### src/rtl/down_counter_timer.sv
// Loadable down-counter / timer with one-shot and auto-reload modes.
// Counts a programmed value down to zero on enabled cycles and pulses tc
// on the cycle after the terminal step. All outputs are registered.
//
// state | meaning
// ------+--------------------------------------------------------------
// IDLE  | nothing loaded (or zero loaded); enable ignored, count held
// RUN   | counting down on enabled cycles; busy high
// DONE  | one-shot expired; count held at 0, done high until load/reset

module down_counter_timer #(
   parameter int WIDTH = 4
) (
   input  logic             clk_i,
   input  logic             reset_i,
   input  logic             load_i,
   input  logic [WIDTH-1:0] load_val_i,
   input  logic             enable_i,
   input  logic             auto_reload_i,
   output logic [WIDTH-1:0] count_o,
   output logic             tc_o,
   output logic             busy_o,
   output logic             done_o
);

   typedef enum logic [1:0] {
      S_IDLE = 2'b00,
      S_RUN  = 2'b01,
      S_DONE = 2'b10
   } state_t;

   state_t           state_q, state_d;
   logic [WIDTH-1:0] count_q, count_d;
   logic [WIDTH-1:0] reload_q, reload_d;
   logic             tc_q, tc_d;
   logic             busy_q, busy_d;
   logic             done_q, done_d;
   logic             term_step;

   // The step that takes count from 1 to its end value; a load in the
   // same cycle wins, so no tc is produced then.
   assign term_step = !load_i && (state_q == S_RUN) && enable_i
                      && (count_q == WIDTH'(1));

   // State and datapath registers; reset beats load beats enable.
   always_ff @(posedge clk_i) begin
      if (!reset_i) begin
         state_q  <= S_IDLE;
         count_q  <= '0;
         reload_q <= '0;
         tc_q     <= 1'b0;
         busy_q   <= 1'b0;
         done_q   <= 1'b0;
      end else begin
         state_q  <= state_d;
         count_q  <= count_d;
         reload_q <= reload_d;
         tc_q     <= tc_d;
         busy_q   <= busy_d;
         done_q   <= done_d;
      end
   end

   // Next state plus next count/reload value.
   always_comb begin
      state_d  = state_q;
      count_d  = count_q;
      reload_d = reload_q;
      if (load_i) begin
         reload_d = load_val_i;
         count_d  = load_val_i;
         state_d  = (load_val_i != '0) ? S_RUN : S_IDLE;
      end else if ((state_q == S_RUN) && enable_i) begin
         if (count_q == WIDTH'(1)) begin
            // Periodic mode jumps straight back to the reload value so the
            // period is exactly N enabled cycles with no visible zero.
            if (auto_reload_i) begin
               count_d = reload_q;
            end else begin
               count_d = '0;
               state_d = S_DONE;
            end
         end else begin
            count_d = count_q - WIDTH'(1);
         end
      end
   end

   // Next values of the registered status outputs.
   always_comb begin
      tc_d   = term_step;
      busy_d = (state_d == S_RUN);
      done_d = (state_d == S_DONE);
   end

   assign count_o = count_q;
   assign tc_o    = tc_q;
   assign busy_o  = busy_q;
   assign done_o  = done_q;

endmodule

### config.mk
export PLATFORM = sky130hd
export DESIGN_NAME = down_counter_timer
export DESIGN_NICKNAME = d
export VERILOG_FILES = /design/src/rtl/down_counter_timer.sv
export SDC_FILE = /design/constraint.sdc
export NUM_CORES = 1
export LEC_CHECK = 0
export BUFFER_PORTS_ARGS = -buffer_cell sky130_fd_sc_hd__buf_2
export CAP_MARGIN = 20
export CORE_AREA = 2 2 39 41
export CTS_CLUSTER_SIZE = 24
export DETAILED_ROUTE_END_ITERATION = 8
export DIE_AREA = 0 0 41 43
export PLACE_DENSITY = 0.72
export SLEW_MARGIN = 20
export SYNTH_ARGS = -nofsm -noshare
export SYNTH_HDL_FRONTEND = slang
export SYNTH_SLANG_ARGS = --single-unit
### constraint.sdc
create_clock -name clk_i -period 3.8 [get_ports clk_i]
set_input_delay 0.19 -clock clk_i [delete_from_list [all_inputs] [get_ports clk_i]]
set_output_delay 0.19 -clock clk_i [all_outputs]
set_load 0.1 [all_outputs]
After elaboration in Yosys (flattened, before gate mapping):

Index checks and enable logic that the tools add are counted.

* flip-flop bits (word level): 13
* input bits: 9
* output and inout bits: 7

* add/subtract/negate cells: 1
* equal/unequal tests: 4
* multiplexer cells: 9
* reduce and logical (&&, ||, !) cells: 7

Operators with widths (count)
* 4-bit 2-to-1 mux: 4
* 2-bit 2-to-1 mux: 4
* 2-bit by 1-bit == test with 1-bit output, second input constant: 2
* 4-bit by 1-bit == test with 1-bit output, second input constant: 1
* 1-bit logical AND: 4
* 4-bit nonzero test: 1
* 4-bit by 1-bit subtractor with 4-bit output, second input constant: 1
* 2-bit == test, second input constant: 1
* 2-bit nonzero test: 1
* 1-bit zero test: 1
* 1-bit 2-to-1 mux: 1

Longest topological paths before layout:

* word-level depth: 5
* gate-level depth with buffers: 6

Least setup slack after synthesis:

No wires, ideal clock.

* path kind: register to register
* start: reg count_q[0] (netlist: count_o[0])
* end: reg busy_q (netlist: busy_o)
* library setup time: 0.118 ns
* data arrival time: 2.185 ns
* required time: 3.682 ns
* slack: 1.497 ns
* cell stages (with the launch flop): 6
* cells stage by stage: dfxtp_1 -> ha_1 -> or3b_4 -> or3_1 -> nand4_1 -> a21oi_1

* longest elaborated chain between the ends: 5

Ends and longest elaborated chain
* from (decl): RTL line 33 `logic [WIDTH-1:0] count_q, count_d;`
* from (signal assigned): RTL line 56 `count_q <= count_d;`
* 4-bit by 1-bit == test with 1-bit output: RTL line 74 `if (count_q == WIDTH'(1)) begin`
* 2-bit 2-to-1 mux: RTL line 74
* 2-bit 2-to-1 mux: RTL line 73 `end else if ((state_q == S_RUN) && enable_i) begin`
* 2-bit 2-to-1 mux: RTL line 69 `if (load_i) begin`
* 2-bit by 1-bit == test with 1-bit output: RTL line 92 `busy_d = (state_d == S_RUN);`
* to (signal assigned): RTL line 59 `busy_q <= busy_d;`
* to (decl): RTL line 36 `logic busy_q, busy_d;`

Every way passes these cells.
A chain may end at the register's enable or synchronous reset.

Worst setup path after layout:

* start: reg count_q[1] (netlist: count_o[1])
* end: reg count_q[1] (netlist: count_o[1])

* longest elaborated chain between the ends: 4
* elaborated cells between the ends (all ways): 5
* classes of those cells: 1 x add/sub; 1 x eq/ne; 3 x mux

Ends and longest elaborated chain (RTL line)
* 4-bit by 1-bit subtractor with 4-bit output or 4-bit by 1-bit == test with 1-bit output (tied branches): 84, 74
* 4-bit 2-to-1 mux *: 74
* 4-bit 2-to-1 mux *: 73
* 4-bit 2-to-1 mux *: 69

Mark *: on every way between the ends. The rest lies on a longest branch, timed or not. The select of a mux whose other input is x is not followed.

==> flow_summary.toml <==
[worst_setup_path]
required_ns = 3.97
start_kind = "register"
crit_path_end_kind = "register"
cp.arrival_ns = 1.88
r2r_slack_ns = 2.09
setup.worst_path.class = "reg -> reg"
cp_max_fo = 5

[global_routing]
grt_first_pass_wirelength_um = 2350
grt_overflow_total = 0
grt_antenna_before_repair = 0
grtUsageTotal = 0.195
grt_max_degree = 12
grt_pass1_vias = 536

[min_path]
hold_class = "in -> reg"

[timing]
period_share = 0.449
worst_slew_pin_slew_ns = 0.508
fmaxAchievable_mhz = 585
rsz0062_at_grt = "false"
worst_slack_ns = 2.09
fin_crit_ns = 1.71
finalSetupTns_ns = 0
setup_viol = 0
max_slew_margin = 0.663
finClkSkew_ns = 0.00263
hold_violations = 0
drv_slew = 0

[finish]
antenna_cells = 0
final_common_cell = "buf_2"
final_cell_area_um2 = 727
mostFrequentLayoutCells = "15 x buf_2, 13 x dfxtp_1, 10 x nand2_1"
drive_gt1_frac = 0.227
syn_to_final_growth_pct = 16.9
n_fill_cell = 139
final_nets = 100

[power_and_ir_drop]
powerDensity_nw_per_um2 = 416
p_clk_frac = 0.280
switchingPower_mw = 0.100
peakVddDrop_v = 0.000244
intPower_mw = 0.202
p_sw_frac = 0.331
p_leak_nw = 0.309
pwr-share-comb = 0.225
seq_power_share = 0.495

[route]
vias = 592
dr.pass1.iters = 4
final_antenna_net_count = 0
wirelength_um = 1360
wl_per_cell_um = 13.0
viasPerCell = 5.69
drt_iter0_drc = 16
drc_errors = 0

[die]
io-pin-count = 16
floorplan.initialDensity = 0.449
die_y_um = 43
fp.coreArea_um2 = 1380
fp.dieW_um = 41
dieArea_um2 = 1760
num_rows = 14

[logic_synthesis]
yosysWarnings = 0
yosys.area.top_type = "dfxtp_1"
ys_ff_latch = 13
synth.distinct_cells = 32
ys_seq_area_frac = 0.419
yosysTopAreaCellShare = 0.419
netlist_area_um2 = 622
synthTopCellsByArea = "dfxtp_1 42%, nand2_1 6.0%, a21oi_1 4.0%, ha_1 4.0%, a21boi_0 3.6%"
synth.avg_cell_area_um2 = 8.64
synth_fp_nets = 83
synth_cells = 72

[clocking]
clock_latency_ns = 0.27
cts_tree = "yes"
clock-sinks = 13
cts.repair.resized = 0
htreeDepth = 1
cts_buffer_depth = 2
cts_buffers = 3
cts.root.buffer_cell = "clkbuf_4"
clk_pin_slew_ns = 0.08
cts_hold_buf = 0
cts_setup_buffers = 0

[place]
placed_area_um2 = 701
io_buffers = 15
place_congestion = 0.795
place_ws_ns = 2.14

[run_status]
status = "finished, final reports clean"

[job]
maxCapViolations = 0
## state kept, by name (all words and copies together), names as in the netlist
| signal | count |
|---|---|
| busy_o | 1 |
| done_o | 1 |
| count_o | 4 |
| reload_q | 4 |
| state_q | 2 |
| tc_o | 1 |
## synthesized netlist by cell type
cell type	instances
dfxtp_1	13
buf_2	1
mux2i_1	1
a22oi_1	1
nor3b_2	1
nand3b_1	1
a21boi_0	3
nand2_1	10
a21boi_1	2
or4_1	1
a41oi_1	1
nand3_1	2
or3_1	2
buf_4	1
o31ai_1	2
o221ai_1	1
a32o_1	1
o21ai_0	1
nand4_1	2
nor2_1	3
clkinv_1	1
nand2b_1	1
or3b_4	1
a21oi_1	5
inv_1	4
a311o_1	1
ha_1	2
nor3_1	3
a211oi_1	1
and2_1	1
clkbuf_1	1
nor2b_1	1
## cells by family after synthesis
kind of cell    count (synthesis)  synth area share
compound gates                 19             0.217
simple gates                   29             0.252
buf+inv                         8            0.0563
mux                             1            0.0161
flops                          13             0.419
fa+ha+maj                       2            0.0402
## worst max-delay path, cell delays in order (launching register included)
cell and delay (ns):
dfxtp_1 0.33, inv_1 0.11, ha_1 0.21, nor3b_2 0.36
nor2_1 0.07, a311o_1 0.32, a32o_1 0.20
## power by group through the flow
| stage | clock network [mW] | logic (mW) | registers (mW) |
|---|---|---|---|
| after floorplan | 0 | 0.0261 | 0.179 |
| after global placement | 0 | 0.0668 | 0.152 |
| after detailed placement | 0 | 0.0675 | 0.152 |
| after CTS | 0.0864 | 0.0678 | 0.149 |
| after global routing | 0.0956 | 0.0731 | 0.151 |
| final | 0.0846 | 0.0679 | 0.150 |
## routing by layer
metal	routed length (um)	GRT usage	up-vias
li1	-	-	294
met4	26	0.107	0
met2	618	0.266	25
met5	0	0	-
met1	623	0.280	269
met3	88	0.0314	4
## worst paths after layout
| kind | from | to | depth (start not counted) |
|---|---|---|---|
| worst max-delay path | count_o[1] | count_o[1] | 6 |
| worst min-delay path | load_val_i[2] | count_o[2] | 3 |
| worst max register to register | count_o[1] | count_o[1] | 6 |
| worst min register to register | reload_q[0] | reload_q[0] | 2 |
## through the flow
step / utilization / power (mW) / hold WS (ns) / std cells
floorplan: - / 0.205 / 0.343 / 72
finish: 0.525 / 0.302 / 0.189 / 104
global route: 0.525 / 0.320 / 0.188 / 104
global placement: 0.506 / 0.219 / 0.456 / 100
detailed placement: 0.506 / 0.220 / 0.462 / 100
CTS: 0.525 / 0.304 / 0.189 / 104
## cell type report
cell class	count	area, um2	share of cell area
Inverter	5	18.8	0.0258
Sequential cell	13	260	0.358
Tap cell	16	20.0	0.0275
Multi-Input combinational cell	51	327	0.449
Clock buffer	4	26.3	0.0361
Timing Repair Buffer	15	75.1	0.103
(Power assumes the default switching activity.)
